===== src/rtl/alu_sched_pkg.sv =====
// alu_sched shared types and constants.
// Used by the scheduler, its arbiter and the bench.
package alu_sched_pkg;

  typedef enum logic [1:0] {
    IDLE = 2'd0,
    EXEC = 2'd1,
    RESP = 2'd2
  } sched_state_t;

  localparam int FLAG_C = 3;
  localparam int FLAG_V = 2;
  localparam int FLAG_N = 1;
  localparam int FLAG_Z = 0;
  localparam int SEL_W  = 4;

endpackage


===== src/rtl/alu_sched_if.sv =====
// Requester, ALU and response bus of alu_sched.
// slave = scheduler side, master = sources/ALU/consumer side.
interface alu_sched_if #(
  parameter int NBITS = 16,
  parameter int NREQ  = 4
);
  localparam int IDW = $clog2(NREQ);

  logic [NREQ-1:0]       req_valid;
  logic [NREQ-1:0]       req_ready;
  logic [NREQ*NBITS-1:0] req_a;
  logic [NREQ*NBITS-1:0] req_b;
  logic [NREQ*4-1:0]     req_sel;

  logic [NBITS-1:0]      alu_a;
  logic [NBITS-1:0]      alu_b;
  logic [3:0]            alu_sel;
  logic [NBITS-1:0]      alu_out;
  logic [3:0]            alu_flags;

  logic                  rsp_valid;
  logic                  rsp_ready;
  logic [IDW-1:0]        rsp_id;
  logic [NBITS-1:0]      rsp_out;
  logic [3:0]            rsp_flags;

  modport slave (
    input  req_valid, req_a, req_b, req_sel,
    output req_ready,
    output alu_a, alu_b, alu_sel,
    input  alu_out, alu_flags,
    output rsp_valid, rsp_id, rsp_out, rsp_flags,
    input  rsp_ready
  );

  modport master (
    output req_valid, req_a, req_b, req_sel,
    input  req_ready,
    input  alu_a, alu_b, alu_sel,
    output alu_out, alu_flags,
    input  rsp_valid, rsp_id, rsp_out, rsp_flags,
    output rsp_ready
  );

endinterface


===== src/rtl/alu_sched_rr_arbiter.sv =====
// Combinational round-robin arbiter: first req at/after ptr.
// Search wraps NREQ-1 -> 0; gnt is one-hot or zero.
module rr_arbiter #(
  parameter  int NREQ = 4,
  localparam int IDW  = $clog2(NREQ)
) (
  input  logic [NREQ-1:0] req,
  input  logic [IDW-1:0]  ptr,
  output logic [NREQ-1:0] gnt,
  output logic [IDW-1:0]  gnt_id
);

  int   idx;
  logic found;

  // scan from ptr, wrapping, and keep the first hit
  always_comb begin
    gnt    = '0;
    gnt_id = '0;
    found  = 1'b0;
    idx    = 0;
    for (int i = 0; i < NREQ; i++) begin
      idx = int'(ptr) + i;
      if (idx >= NREQ) idx = idx - NREQ;
      if (!found && req[idx]) begin
        found    = 1'b1;
        gnt[idx] = 1'b1;
        gnt_id   = IDW'(idx);
      end
    end
  end

endmodule


===== src/rtl/alu_sched.sv =====
// Shares one external ALU between NREQ requesters, one op at a time.
// ALU_SCHED_FIXED_PRIO_EN: fixed priority (lowest index), else round-robin.
module alu_sched #(
  parameter int NBITS = 16,
  parameter int NREQ  = 4
) (
  input logic        clk,
  input logic        rst_n,
  alu_sched_if.slave bus
);
  import alu_sched_pkg::*;

  localparam int IDW = $clog2(NREQ);

  sched_state_t    state, state_nx;
  logic [IDW-1:0]  rr_ptr;
  logic [IDW-1:0]  arb_ptr;
  logic [IDW-1:0]  ptr_nx;
  logic [NREQ-1:0] gnt;
  logic [IDW-1:0]  gnt_id;
  logic            hs;

`ifdef ALU_SCHED_FIXED_PRIO_EN
  assign arb_ptr = '0;
  assign ptr_nx  = '0;
`else
  assign arb_ptr = rr_ptr;
  assign ptr_nx  = (gnt_id == IDW'(NREQ-1)) ? '0 : gnt_id + 1'b1;
`endif

  rr_arbiter #(.NREQ(NREQ)) u_arb (
    .req    (bus.req_valid),
    .ptr    (arb_ptr),
    .gnt    (gnt),
    .gnt_id (gnt_id)
  );

  assign hs = (state == IDLE) && (|gnt);

  // state register
  always_ff @(posedge clk or negedge rst_n) begin
    if (!rst_n) state <= IDLE;
    else        state <= state_nx;
  end

  // next-state logic
  always_comb begin
    state_nx = state;
    unique case (state)
      IDLE:    if (|gnt) state_nx = EXEC;
      EXEC:    state_nx = RESP;
      RESP:    if (bus.rsp_ready) state_nx = IDLE;
      default: state_nx = IDLE;
    endcase
  end

  // grant only while idle; response valid while in RESP
  always_comb begin
    bus.req_ready = '0;
    bus.rsp_valid = 1'b0;
    unique case (state)
      IDLE:    bus.req_ready = gnt;
      RESP:    bus.rsp_valid = 1'b1;
      default: ;
    endcase
  end

  // operand latch on handshake, result capture after EXEC
  always_ff @(posedge clk or negedge rst_n) begin
    if (!rst_n) begin
      rr_ptr        <= '0;
      bus.alu_a     <= '0;
      bus.alu_b     <= '0;
      bus.alu_sel   <= '0;
      bus.rsp_id    <= '0;
      bus.rsp_out   <= '0;
      bus.rsp_flags <= '0;
    end else if (hs) begin
      bus.alu_a   <= bus.req_a[int'(gnt_id)*NBITS +: NBITS];
      bus.alu_b   <= bus.req_b[int'(gnt_id)*NBITS +: NBITS];
      bus.alu_sel <= bus.req_sel[int'(gnt_id)*SEL_W +: SEL_W];
      bus.rsp_id  <= gnt_id;
      rr_ptr      <= ptr_nx;
    end else if (state == EXEC) begin
      bus.rsp_out   <= bus.alu_out;
      bus.rsp_flags <= bus.alu_flags;
    end
  end

endmodule


===== src/flat_wrapper.sv =====
// flat-port wrapper written by rule: the top's interface ports become plain ports
module alu_sched_flat import alu_sched_pkg::*;
#(
  parameter int NBITS = 16,
  parameter int NREQ  = 4
)
  (clk, rst_n, bus_req_valid, bus_req_a, bus_req_b, bus_req_sel, bus_req_ready, bus_alu_a, bus_alu_b, bus_alu_sel, bus_alu_out, bus_alu_flags, bus_rsp_valid, bus_rsp_id, bus_rsp_out, bus_rsp_flags, bus_rsp_ready);
  alu_sched_if #(.NBITS(NBITS), .NREQ(NREQ)) bus_i ();
  input logic clk;
  input logic rst_n;
  input wire logic [$bits(bus_i.req_valid)-1:0] bus_req_valid;
  input wire logic [$bits(bus_i.req_a)-1:0] bus_req_a;
  input wire logic [$bits(bus_i.req_b)-1:0] bus_req_b;
  input wire logic [$bits(bus_i.req_sel)-1:0] bus_req_sel;
  output wire logic [$bits(bus_i.req_ready)-1:0] bus_req_ready;
  output wire logic [$bits(bus_i.alu_a)-1:0] bus_alu_a;
  output wire logic [$bits(bus_i.alu_b)-1:0] bus_alu_b;
  output wire logic [$bits(bus_i.alu_sel)-1:0] bus_alu_sel;
  input wire logic [$bits(bus_i.alu_out)-1:0] bus_alu_out;
  input wire logic [$bits(bus_i.alu_flags)-1:0] bus_alu_flags;
  output wire logic [$bits(bus_i.rsp_valid)-1:0] bus_rsp_valid;
  output wire logic [$bits(bus_i.rsp_id)-1:0] bus_rsp_id;
  output wire logic [$bits(bus_i.rsp_out)-1:0] bus_rsp_out;
  output wire logic [$bits(bus_i.rsp_flags)-1:0] bus_rsp_flags;
  input wire logic [$bits(bus_i.rsp_ready)-1:0] bus_rsp_ready;
  assign bus_i.req_valid = bus_req_valid;
  assign bus_i.req_a = bus_req_a;
  assign bus_i.req_b = bus_req_b;
  assign bus_i.req_sel = bus_req_sel;
  assign bus_req_ready = bus_i.req_ready;
  assign bus_alu_a = bus_i.alu_a;
  assign bus_alu_b = bus_i.alu_b;
  assign bus_alu_sel = bus_i.alu_sel;
  assign bus_i.alu_out = bus_alu_out;
  assign bus_i.alu_flags = bus_alu_flags;
  assign bus_rsp_valid = bus_i.rsp_valid;
  assign bus_rsp_id = bus_i.rsp_id;
  assign bus_rsp_out = bus_i.rsp_out;
  assign bus_rsp_flags = bus_i.rsp_flags;
  assign bus_i.rsp_ready = bus_rsp_ready;
  alu_sched #(.NBITS(NBITS), .NREQ(NREQ)) u_core (.clk(clk), .rst_n(rst_n), .bus(bus_i));
endmodule

===== config.mk =====
export PLATFORM = sky130hd
export DESIGN_NAME = alu_sched_flat
export DESIGN_NICKNAME = d
export VERILOG_FILES = /design/src/rtl/alu_sched_pkg.sv /design/src/rtl/alu_sched_if.sv /design/src/rtl/alu_sched_rr_arbiter.sv /design/src/rtl/alu_sched.sv /design/src/flat_wrapper.sv
export SDC_FILE = /design/constraint.sdc
export NUM_CORES = 1
export LEC_CHECK = 0
export BUFFER_PORTS_ARGS = -buffer_cell sky130_fd_sc_hd__buf_4
export CAP_MARGIN = 30
export CORE_MARGIN = 3
export CORE_UTILIZATION = 41
export CTS_CLUSTER_DIAMETER = 30
export DETAILED_ROUTE_END_ITERATION = 6
export HOLD_SLACK_MARGIN = 0.06
export PLACE_DENSITY_LB_ADDON = 0.2
export SLEW_MARGIN = 10
export SYNTH_ARGS = -nofsm -noshare
export SYNTH_HDL_FRONTEND = slang
export SYNTH_SLANG_ARGS = --single-unit

===== constraint.sdc =====
create_clock -name clk -period 3.66 [get_ports clk]
set_clock_uncertainty 0.15 [all_clocks]
set_input_delay 0.366 -clock clk [delete_from_list [all_inputs] [get_ports clk]]
set_output_delay 0.366 -clock clk [all_outputs]
set_load 0.005 [all_outputs]

==> summary.md <==
| Metric | Value |
|---|---|
| Status | `finished clean` |
| Congestion Overflow GR | `0` |
| Non-filler instance count after layout | `between 700 and 800` |
| Clk Tree Root Cell | `sky130_fd_sc_hd__clkbuf_8` |
| Total CTS buffers | `9` |
| Avg Vias per Cell | `5.70` |
| Fraction of the cycle the final worst path needs | `0.889` |
| Library cells used by synthesis | `42` |
| Total iterations of the first detailed-routing run | `5` |
| Clock latency of the later-clocked register in the worst-skew pair | `0.33 ns` |
| Count of mapped cells out of synthesis | `between 400 and 500` |
| Finish-stage setup viols | `0` |
| Detailed-route DRC error count | `0` |
| Cell Pwr Density | `978 nW/µm²` |
| Overall power | `around 6.1 mW` |
| Peak fanout along the critical path | `44` |
| Post-synthesis average cell area | `~10 µm²` |
| Worst-Margin Slew | `around 0.81 ns` |
| Kind of start point of the critical path | `register` |
| Clock-pin transition on the worst setup and hold timing paths | `0.08 ns` |
| CP Capture Type | `register` |
| Row count | `36` |
| TritonCTS clock tree | `done` |
| Fillcell total | `823` |
| Sequential power share | `0.208` |
| Number of nets produced by synthesis | `605` |
| TritonCTS sink count | `62` |
| Post-synth EDFFs | `0` |
| Count of max-cap constraint violations | `0` |
| Post-placement cell count | `759` |
| Total via count in the routed design | `4427` |
| Switching power of the nets | `2.60 mW` |
| Post-CTS setup buffer count | `0` |
| Maximum buffer depth of the clock tree | `2` |
| DP HPWL | `10300 µm` |
| Number of global-route vias before repair | `4327` |
| Internal portion of total power | `3.53 mW` |
| Kind of critical path | `reg -> reg` |
| Residual antenna-violating net count after detailed routing | `0` |
| Portion of the post-synthesis area used by sequential elements | `0.371` |
| I/O Pins | `around 230` |
| First-pass GRT wire length | `21700 µm` |
| Cell area after synthesis | `4180 µm²` |
| Met3 Resource Use GR | `0.0566` |
| Maximum number of pins on one net before global-route repair | `75` |
| Number of synthesized register bits | `62` |
| Total core area | `9860 µm²` |
| Overall Global Routing Usage | `0.237` |
| Layer carrying the most global-route usage | `met2` |
| Final setup TNS | `0 ns` |
| Initial standard-cell utilization of the core | `0.424` |
| Met1 Usage GRT | `0.301` |
| WL/cell | `roughly 18 µm` |
| Initial DRC count | `265` |
| Ratio of cells with drive above 1 in the final layout | `0.533` |
| Final RePlAce weighted congestion | `0.872` |
| Arrival time at the worst endpoint | `roughly 3.3 ns` |
| Data required time of the critical path | `3.73 ns` |
| Met2 Track Usage GR | `0.397` |
| P&R area growth vs syn | `50.0%` |
| Net count reported at finish | `816` |
| Height of the chip | `107 µm` |
| Relative slew margins | `0.462` |
| Combinational share of power | `0.693` |
| Final count of pins violating max slew | `0` |
| Post-CTS sizing | `0` |
| Final Hold Violating Endpoints | `0` |
| Max frequency | `0.307 GHz` |
| Power share of the clock group | `0.099` |
| Final wirelength | `roughly 14000 µm` |
| Switching portion of total power | `0.424` |
| Share of synthesized registers carrying an async set or reset | `1.00` |
| Most instantiated flip-flop cell in the synthesis netlist | `sky130_fd_sc_hd__dfrtp_1` |
| Port-buffer cells | `233` |
| Die Outline Area | `around 11000 µm²` |
| Number of warning messages in the yosys log | `0` |
| Number of antenna violations at the first check in global routing | `0` |
| Maximum vdd ir drop | `0.000548 V` |
| RSZ-0062 raised after global routing | `false` |
| Final cell utilization of the core | `0.636` |
| Deepest level of the CTS H-tree | `3` |
| Leakage Power | `around 2.8 nW` |
| Die W | `107 µm` |
| Classification of the worst-slack hold path | `in -> reg` |
| Min Tclk post-route | `3.25 ns` |
| N_diodes | `0` |
## metal layers
metal	routed length, µm	share of wire
met2	7220	0.51
met5	0	0
met3	982	0.070
met4	282	0.020
met1	5560	0.40
## timing repair
item / in CTS / in global routing
hold buffers: 1 / 0
endpoints found under the setup margin: 0 / 0
hold endpoints to repair: 62 / 0
## sequential cells by signal (all words and copies together) (netlist names)
| register | flops |
|---|---|
| u_core.bus.alu_sel | 4 |
| u_core.bus.rsp_flags | 4 |
| u_core.bus.rsp_id | 2 |
| u_core.arb_ptr | 2 |
| u_core.bus.alu_b | 16 |
| u_core.bus.alu_a | 16 |
| u_core.bus.rsp_out | 16 |
| u_core.state | 2 |
## power groups by stage
stage | combinational (mW) | clock (mW) | sequential, mW
2_1_floorplan | 2.83 | 0 | 1.29
3_3_place_gp | 4.16 | 0 | 1.26
3_5_place_dp | 4.27 | 0 | 1.28
4_1_cts | 4.28 | 0.624 | 1.28
5_1_grt | 4.63 | 0.661 | 1.32
6_report | 4.25 | 0.604 | 1.28
## placed cells by master, fill, tap and decap left out, types with 2 or more instances in the layout
| cell | n |
|---|---|
| sky130_fd_sc_hd__or2_2 | 2 |
| sky130_fd_sc_hd__a21oi_1 | 3 |
| sky130_fd_sc_hd__or3b_2 | 2 |
| sky130_fd_sc_hd__nand2_1 | 2 |
| sky130_fd_sc_hd__a221oi_1 | 2 |
| sky130_fd_sc_hd__dfrtp_1 | 62 |
| sky130_fd_sc_hd__mux4_2 | 3 |
| sky130_fd_sc_hd__nand2b_1 | 2 |
| sky130_fd_sc_hd__ha_1 | 7 |
| sky130_fd_sc_hd__buf_4 | 243 |
| sky130_fd_sc_hd__nand3_1 | 37 |
| sky130_fd_sc_hd__nor2_1 | 10 |
| sky130_fd_sc_hd__nand3b_1 | 5 |
| sky130_fd_sc_hd__o2111ai_1 | 2 |
| sky130_fd_sc_hd__buf_12 | 5 |
| sky130_fd_sc_hd__nor2b_1 | 4 |
| sky130_fd_sc_hd__clkinv_2 | 2 |
| sky130_fd_sc_hd__a32oi_1 | 36 |
| sky130_fd_sc_hd__mux2_2 | 61 |
| sky130_fd_sc_hd__clkbuf_8 | 9 |
| sky130_fd_sc_hd__clkinv_4 | 2 |
| sky130_fd_sc_hd__o21ai_1 | 9 |
| sky130_fd_sc_hd__a31oi_1 | 37 |
| sky130_fd_sc_hd__inv_1 | 5 |
| sky130_fd_sc_hd__o21ai_0 | 65 |
| sky130_fd_sc_hd__a22oi_1 | 2 |
| sky130_fd_sc_hd__a21o_1 | 3 |
## area by class of cell
cell class / instances / area (µm²) / share of cell area
clock buffers: 9 / 124 / 0.0197
clock inverters: 7 / 73.8 / 0.0118
inverters: 5 / 18.8 / 0.00299
multi-input cells: 311 / 2400 / 0.383
flip-flops and latches: 62 / 1550 / 0.247
well taps: 133 / 166 / 0.0265
repair buffers: 249 / 1930 / 0.308
## Yosys cell counts (2+ instances only)
library cell                 n  area (µm²)
sky130_fd_sc_hd__o21ai_0    65         325
sky130_fd_sc_hd__dfrtp_1    62        1550
sky130_fd_sc_hd__mux2_2     61         687
sky130_fd_sc_hd__a31oi_1    38         238
sky130_fd_sc_hd__nand3_1    38         190
sky130_fd_sc_hd__a32oi_1    36         315
sky130_fd_sc_hd__clkbuf_1   33         124
sky130_fd_sc_hd__nor2_1     10        37.5
sky130_fd_sc_hd__buf_2       9        45.0
sky130_fd_sc_hd__o21ai_1     9        45.0
sky130_fd_sc_hd__ha_1        7        87.6
sky130_fd_sc_hd__inv_1       5        18.8
sky130_fd_sc_hd__nand3b_1    5        37.5
sky130_fd_sc_hd__buf_6       4        45.0
sky130_fd_sc_hd__nor2b_1     4        25.0
sky130_fd_sc_hd__a21o_1      3        22.5
sky130_fd_sc_hd__a21oi_1     3        15.0
sky130_fd_sc_hd__mux4_2      3        67.6
sky130_fd_sc_hd__a221oi_1    2        17.5
sky130_fd_sc_hd__a22oi_1     2        15.0
sky130_fd_sc_hd__buf_1       2        7.51
sky130_fd_sc_hd__nand2_1     2        7.51
sky130_fd_sc_hd__nand2b_1    2        12.5
sky130_fd_sc_hd__o2111ai_1   2        17.5
sky130_fd_sc_hd__or2_2       2        12.5
sky130_fd_sc_hd__or3b_2      2        17.5
## worst max-delay path, cell delays in order (launching register included)
cell	delay, ns
sky130_fd_sc_hd__dfrtp_1	0.36
sky130_fd_sc_hd__inv_1	0.06
sky130_fd_sc_hd__ha_1	0.31
sky130_fd_sc_hd__mux4_2	0.60
sky130_fd_sc_hd__nor2b_1	0.21
sky130_fd_sc_hd__o31a_2	0.56
sky130_fd_sc_hd__buf_12	0.27
sky130_fd_sc_hd__o21ai_0	0.18
sky130_fd_sc_hd__a32oi_1	0.12
sky130_fd_sc_hd__mux2_2	0.29
## path summary, 6_finish.rpt
| path | startpoint | endpoint | slack [ns] | cells past startpoint |
|---|---|---|---|---|
| setup / recovery | u_core.arb_ptr[0] | u_core.bus.alu_a[0] | 0.41 | 9 |
| hold / removal | bus_alu_out[0] | u_core.bus.rsp_out[0] | 0.11 | 2 |
| setup reg to reg | u_core.arb_ptr[0] | u_core.bus.alu_a[0] | 0.41 | 9 |
| hold reg to reg | u_core.bus.alu_b[15] | u_core.bus.alu_b[15] | 0.36 | 1 |
| max in group asynchronous | rst_n | u_core.bus.alu_a[12] | 2.31 | 2 |
| min in group asynchronous | rst_n | u_core.bus.rsp_flags[1] | 0.49 | 2 |
## per-stage QoR
stage	worst slack (ns)	hold slack (ns)	area [µm²]
global route	0.220	0.0877	6270
finish	0.405	0.109	6270
floorplan	0.0967	-0.0796	4180
detailed placement	0.423	0.348	6070
global placement	0.484	0.341	6070
CTS	0.421	0.0875	6270
## kinds of logic (layout without fill, tap and decap cells)
group                      Yosys count  after routing  share of synthesized area
and+or+nand+nor                     69             69                     0.0885
adders and majority gates            7              7                     0.0209
DFF                                 62             62                      0.371
muxes                               65             65                      0.183
buffers and inverters               54            270                     0.0592
AOI/OAI and AO/OA                  170            170                      0.277
Note: power is estimated with default switching activity, not from simulation.
